### src/rtl/lif_cfg_pkg.sv
// rtl/lif_cfg_pkg.sv - shared types and constants for the LIF parameter loader
package lif_cfg_pkg;

    typedef enum logic [1:0] {
        IDLE,
        SHIFT,
        WAIT_READY,
        DONE
    } loader_state_t;

    localparam int PARAM_BITS  = 32;
    localparam int PARAM_BYTES = 4;

    // Serial configuration port expects byte 3 bit 7 first.
    localparam bit MSB_FIRST = 1'b1;

endpackage

### src/rtl/lif_cfg_shifter.sv
// rtl/lif_cfg_shifter.sv - parallel-load shift register with bit counter and last flag
module lif_cfg_shifter
    import lif_cfg_pkg::*;
(
    input  logic                  clk,
    input  logic                  rst_n,
    input  logic                  ena,
    input  logic                  load,
    input  logic                  shift,
    input  logic [PARAM_BITS-1:0] din,
    output logic                  bit_out,
    output logic                  last
);

    logic [PARAM_BITS-1:0] data;
    logic [5:0]            cnt;

    // Zeros are shifted in, so the output bit is 0 once the image has gone out.
    always_ff @(posedge clk) begin
        if (!rst_n) begin
            data <= '0;
            cnt  <= '0;
        end else if (ena) begin
            if (load) begin
                data <= din;
                cnt  <= '0;
            end else if (shift) begin
                data <= MSB_FIRST ? {data[PARAM_BITS-2:0], 1'b0}
                                  : {1'b0, data[PARAM_BITS-1:1]};
                cnt  <= cnt + 6'd1;
            end
        end
    end

    assign bit_out = MSB_FIRST ? data[PARAM_BITS-1] : data[0];
    assign last    = (cnt == 6'(PARAM_BITS - 1));

endmodule

### src/rtl/lif_param_loader.sv
// rtl/lif_param_loader.sv - parameter image store and serial load sequencer for the LIF neuron
module lif_param_loader
    import lif_cfg_pkg::*;
#(
    parameter int WAIT_MAX = 15
) (
    input  logic       clk,
    input  logic       rst_n,
    input  logic       ena,
    input  logic       wr_en,
    input  logic [1:0] wr_addr,
    input  logic [7:0] wr_data,
    input  logic       start,
    input  logic       run_req,
    input  logic       params_ready,
    output logic       load_mode,
    output logic       serial_data,
    output logic       input_enable,
    output logic       busy,
    output logic       done,
    output logic       error
);

    loader_state_t state, state_next;

    logic [PARAM_BYTES-1:0][7:0] image;
    logic [7:0]                  wcnt;
    logic                        shift_last;
    logic                        in_idle;
    logic                        in_wait;
    logic                        wait_expired;
    logic                        load_req;

    assign in_idle      = (state == IDLE);
    assign in_wait      = (state == WAIT_READY);
    assign wait_expired = (wcnt == 8'(WAIT_MAX - 1));
    assign load_req     = in_idle && start;

    // Snapshot samples the image before this cycle's write lands.
    lif_cfg_shifter u_shifter (
        .clk     (clk),
        .rst_n   (rst_n),
        .ena     (ena),
        .load    (load_req),
        .shift   (state == SHIFT),
        .din     (image),
        .bit_out (serial_data),
        .last    (shift_last)
    );

    always_comb begin
        state_next = state;
        case (state)
            IDLE:       if (start) state_next = SHIFT;
            SHIFT:      if (shift_last) state_next = WAIT_READY;
            WAIT_READY: begin
                if (params_ready)      state_next = DONE;
                else if (wait_expired) state_next = IDLE;
            end
            DONE:       state_next = IDLE;
            default:    state_next = IDLE;
        endcase
    end

    always_ff @(posedge clk) begin
        if (!rst_n) begin
            state     <= IDLE;
            image     <= '0;
            wcnt      <= '0;
            load_mode <= 1'b0;
            busy      <= 1'b0;
            done      <= 1'b0;
            error     <= 1'b0;
        end else if (ena) begin
            state     <= state_next;
            load_mode <= (state_next == SHIFT);
            busy      <= (state_next == SHIFT) || (state_next == WAIT_READY);
            done      <= (state_next == DONE);

            if (in_idle && wr_en) begin
                image[wr_addr] <= wr_data;
            end

            if (state == SHIFT) begin
                wcnt <= '0;
            end else if (in_wait && !params_ready && !wait_expired) begin
                wcnt <= wcnt + 8'd1;
            end

            if (load_req) begin
                error <= 1'b0;
            end else if (in_wait && !params_ready && wait_expired) begin
                error <= 1'b1;
            end
        end
    end

    assign input_enable = run_req & ~busy;

endmodule
### config.mk
export PLATFORM = sky130hd
export DESIGN_NAME = lif_param_loader
export DESIGN_NICKNAME = d
export VERILOG_FILES = /design/src/rtl/lif_cfg_pkg.sv /design/src/rtl/lif_cfg_shifter.sv /design/src/rtl/lif_param_loader.sv
export SDC_FILE = /design/constraint.sdc
export NUM_CORES = 1
export LEC_CHECK = 0
export ABC_AREA = 1
export CAP_MARGIN = 10
export CORE_ASPECT_RATIO = 0.5
export CORE_MARGIN = 2
export CORE_UTILIZATION = 58
export DETAILED_ROUTE_END_ITERATION = 7
export GPL_TIMING_DRIVEN = 0
export HOLD_SLACK_MARGIN = 0.1
export PLACE_DENSITY = 0.78
export SYNTH_ARGS = -nofsm -noshare
export SYNTH_HDL_FRONTEND = slang
export SYNTH_SLANG_ARGS = --single-unit
### constraint.sdc
create_clock -name clk -period 1.8 [get_ports clk]
set_input_delay 0.36 -clock clk [delete_from_list [all_inputs] [get_ports clk]]
set_output_delay 0.36 -clock clk [all_outputs]
set_load 0.01 [all_outputs]
==> Yosys cells after proc, flatten, opt, wreduce, memory -nomap -nowiden <==
Index checks and enable logic that the tools add are counted.
{ "classes": {"addsub": 2, "multipliers": 0, "n_div": 0, "n_lt_le_gt_ge": 2, "eq_ne": 8, "shift": 0, "mux": 16, "n_bitwise": 2, "n_reduce_logical": 17} }
{ "ops": {"columns": ["op", "count"], "rows": [
  ["$mux 32", 2],
  ["$bwmux 32", 1],
  ["$mux 8", 3],
  ["$demux 8 s2", 1],
  ["$mux 6", 2],
  ["$add 8x1->8 const B", 1],
  ["$eq 2x2->1 const B", 4],
  ["$eq 8x4->1 const B", 1],
  ["$mux 2", 4],
  ["$pmux 2 s4", 1],
  ["$reduce_and 2->1", 4],
  ["$add 6x1->6 const B", 1],
  ["$eq 6x5->1 const B", 1],
  ["$logic_and 1x1->1", 6],
  ["$reduce_bool 2->1", 3],
  ["$eq 2x1->1 const B", 2],
  ["$lt 2x3->1 const B", 1],
  ["$ge 2x1->1 const B", 1],
  ["$logic_not 1->1", 2],
  ["$logic_not 2->1", 1],
  ["$mux 1", 2],
  ["$and 1x1->1", 1],
  ["$logic_or 1x1->1", 1],
  ["$not 1->1", 1]
]} }
{ "totals": {"reg_bits": 84, "latchBits": 0, "ram_bits": 0, "rom_bits": 0, "out_inout_bits": 6, "elab_cells": 59, "mem_count": 0} }

==> Logic depth before layout (Yosys ltp) <==
{ "logic_depth": {"word_depth": 6, "mapped_depth": 11} }

==> By module <==
A second synthesis with hierarchy kept.
{ "hier_totals": {"cells_unflattened": 552, "area_unflattened_um2": 3827.4} }
{ "by_module_without_submodules": {"columns": ["mod", "instances", "cells_per_inst", "area_per_inst_um2", "seq_area_each_um2"], "rows": [
  ["lif_param_loader", 1, 263, 1999.4, 920.9],
  ["lif_cfg_shifter", 1, 289, 1828.0, 760.7]
]} }

==> Worst setup path before layout <==
No wires, ideal clock.
{ "synth_timing": {"path_type": "reg-to-reg", "startpoint": "register u_shifter.cnt[0]", "endpoint": "register busy", "setup_ps": 70, "arrival_time_ps": 1507, "path_slack_ps": 223, "stages_incl_launch_ff": 11, "path_buffers": 0, "synth_period_minus_slack_ps": 1577, "path_cell_list": "dfxtp_1 > ha_1 > nand2_1 > nor2_1 > nand2_1 > nand2_1 > o21ai_0 > nor2_1 > inv_1 > ha_1 > a21oi_1"} }
{ "synth_via": {"elab_chain_cells": 5, "word_cells_on_any_way": 6, "classes_between": "3 x eq/ne; 2 x mux; 1 x reduce/logical"} }
{ "synth_rtl": {"columns": ["element", "line_no", "text"], "rows": [
  ["start: declaration", "lif_cfg_shifter.sv:16", "logic [5:0] cnt;"],
  ["start signal: assignment", "lif_cfg_shifter.sv:30", "cnt <= cnt + 6'd1;"],
  ["$eq 6x5->1 (*)", "lif_cfg_shifter.sv:36", "assign last = (cnt == 6'(PARAM_BITS - 1));"],
  ["$mux 2 (*)", "lif_param_loader.sv:55", "SHIFT: if (shift_last) state_next = WAIT_READY;"],
  ["$pmux 2 s4 (*)", "lif_param_loader.sv:53", "case (state)"],
  ["$eq 2x1->1 or $eq 2x2->1 (tied branches)", "lif_param_loader.sv:77", "busy <= (state_next == SHIFT) || (state_next == WAIT_READY);"],
  ["$logic_or 1x1->1 (*)", "lif_param_loader.sv:77", null],
  ["end signal: assignment", "lif_param_loader.sv:77", null],
  ["end: declaration", "lif_param_loader.sv:19", "output logic busy,"]
]} }
Every way passes the cells marked *; elsewhere a longest branch is shown, timed or not.
A chain may end at the register's enable or synchronous reset.

==> Worst setup path after layout <==
{ "layout_timing": {"startpoint": "input ena", "endpoint": "register image[21] (netlist name)"} }
{ "layout_via": {"elab_chain_cells": 1} }
{ "layout_rtl": {"columns": ["element", "line_no", "text"], "rows": [
  ["start: declaration", "lif_param_loader.sv:9", "input logic ena,"],
  ["$reduce_and 2->1 (no source line)", null, null],
  ["end signal: indexed assignment", "lif_param_loader.sv:81", "image[wr_addr] <= wr_data;"],
  ["end: declaration", "lif_param_loader.sv:26", "logic [PARAM_BYTES-1:0][7:0] image;"]
]} }
No other way between the ends.

==> results.toml <==
[synth]
syn_inst = 489
synth_nets = 510
async_flop_share = 0
yosys.area_share.simple = 0.2331
ys_top_cells_by_count = "nand2_1 (105), dfxtp_1 (84), o21ai_0 (66), nor2_1 (63), inv_1 (42)"
ys_types = 26
ys_ff_latch = 84
synth_area_sq_um = 3570
synth_xor_area_frac = 0.002454
ys_top_cells_by_area = "dfxtp_1 (47%), nand2_1 (11%), o21ai_0 (9.3%)"
syn_avg_cell_area_sq_um = 7.300
yosysMostFrequentCell = "nand2_1"
synth_top_family_by_area = "simple AND/OR/NAND/NOR gates"
synth_top_cell_by_area = "dfxtp_1"
yosys.area.top_type_share = 0.4711
synth-edff-count = 0
yosys_most_used_dff = "dfxtp_1"
seq_area_frac_synth = 0.4711
synthMuxAreaShare = 0
synth_compound_area_frac = 0.1987
synth-warning-count = 0
synth_fa_ha_area_frac = 0.01402

[pwr]
p_total_mw = 4.242
leakagePower_nw = 1.612
vdd_drop_max_mv = 0.6231
p_per_area_nw_per_um2 = 1013

[layout]
fin_util = 0.6973
layout-drive-gt1-share = 0.09280
synthToLayoutAreaGrowth_pct = 17.32
fill_cells = 544
layout.nets = 544
diodes = 0

[drt]
drcViolationCount = 0
ant_nets = 0
vias = 3277
drt-total-wl_microns = 8308
via_per_inst = 5.417
firstDrtPassIters = 5
routedWlPerCell_microns = 13.73
drt_iter0_drc = 251

[timing]
skew_ns = 0.006040
fmaxAchievable_ghz = 0.5767
final.period_utilization = 0.9633
hold_viol = 0
slew-limit-headroom = 0.6723
slew_violations = 0
setup_viol = 0
finalCriticalPeriod_ns = 1.734
tightest_slew_ns = 0.4915

[worst_setup_path]
start_kind = "input pin"
path_max_fanout = 10
worstSetupPathType = "in -> reg"
crit_path_end_kind = "flop"
reg2reg_depth = 10
arrival_ns = 1.96
worstPathRequired_ns = 2.02

[die]
die_x_microns = 114.9
die_height_microns = 59.48
num_rows = 20
die_area_sq_um = 6836
design.core.area_sq_um = 6006
initial_utilization = 0.5944
io_pins = 23

[global_route]
grt_pass1_vias = 2933
grt-ovfl-total = 0
antenna_found_initial = 0
grt_max_degree = 15
grt_pass1_wl_microns = 13540
grtUsageTotal = 0.2635

[clock_network]
cts_sinks = 84
postCtsHoldBufs = 0
path_clk_slew_ns = 0.06
cts_tree = "done"
htreeDepth = 3
clock_latency_ns = 0.34
cts_max_path_buffers = 2
cts_root_buffer = "clkbuf_16"
cts_buffers = 9

[place]
port_buffers = 21
hpwl_microns = 5692
globalplace.congestion = 0.8440

[hold_path]
worstHoldPathType = "in -> reg"
min_delay_path_depth = 3

[status]
status = "finished, final reports clean"

[job]
drv_cap = 0
## final cells by class
cell class              instances  area, sq um  share of cell area
clock buffers                  10        229.0             0.05468
well taps                      77        96.34             0.02301
plain buffers                  23        118.9             0.02838
flip-flops and latches         84         1683              0.4019
inverters                      45        168.9             0.04033
clock inverters                 6        65.06             0.01554
repair buffers                 23        224.0             0.05348
multi-input cells             337         1603              0.3827
## worst max-delay path: stages
cell             delay, ns
clkdlybuf4s50_1       0.52
buf_4                 0.19
nand3_2               0.19
inv_2                 0.14
nand3_2               0.14
buf_2                 0.22
o21ai_1               0.13
a21oi_1               0.05
## logic make-up after synthesis
kind of cell	after synthesis
and+or+nand+nor	198
AOI/OAI and AO/OA	134
DFF	84
buffers and inverters	68
adders and majority gates	4
xor gates and xnor gates	1
## timing repair
| action | 4_1_cts | 5_1_grt |
|---|---|---|
| pin swaps | 0 | 1 |
| resized for setup | 1 | 2 |
| buffers inserted | 0 | 2 |
| endpoints found under the hold margin | 0 | 0 |
| setup endpoints to repair | 1 | 6 |
## through the flow
step           instances   TNS [ns]  setup slack, ns  instance area [sq um]  hold slack [ns]
6_report             605          0          0.06607                   4188           0.3604
3_3_place_gp         587     -5.950          -0.2595                   3876           0.4336
3_5_place_dp         587     -5.607          -0.2409                   3876           0.4375
2_1_floorplan        489          0           0.2230                   3570           0.4237
4_1_cts              603          0          0.01139                   4169           0.3451
5_1_grt              605  -0.004240        -0.004240                   4188           0.3672
## power by group
part / internal [mW] / leakage [nW] / switching (mW) / total [mW]
Sequential: 1.96 / 0.685 / 0.0506 / 2.01
Combinational: 0.157 / 0.784 / 0.262 / 0.418
Clock: 1.07 / 0.142 / 0.741 / 1.82
## layout by cell type, fill, tap and decap left out, types with 3 or more instances in the layout
cell	n
nand2_1	105
dfxtp_1	83
o21ai_0	66
nor2_1	62
inv_1	42
a21oi_1	33
a31oi_1	31
clkdlybuf4s50_1	20
buf_2	14
nand3_1	13
clkbuf_16	9
clkbuf_1	7
nand2_2	4
buf_4	4
nand3_2	4
o21ai_1	4
ha_1	4
nand4_1	3
## flip-flops by register name (all words and copies together), names as in the netlist
name / count
u_shifter.cnt: 6
u_shifter.data: 32
error: 1
state: 2
wcnt: 8
done: 1
busy: 1
image: 32
load_mode: 1
## routing by layer
layer | vias up | global-route usage | wire length [microns]
met3 | 12 | 0.09305 | 524
li1 | 1685 | - | -
met2 | 89 | 0.4109 | 3462
met5 | - | 0 | 0
met1 | 1491 | 0.3517 | 4203
met4 | 0 | 0.07057 | 118
## worst paths after layout
| path | slack (ns) | to | startpoint |
|---|---|---|---|
| hold reg to reg | 0.45 | image[18] | image[18] |
| hold / removal | 0.36 | u_shifter.data[18] | rst_n |
| setup / recovery | 0.07 | image[21] | ena |
| setup reg to reg | 0.10 | busy | u_shifter.cnt[0] |
(Power assumes the default switching activity.)
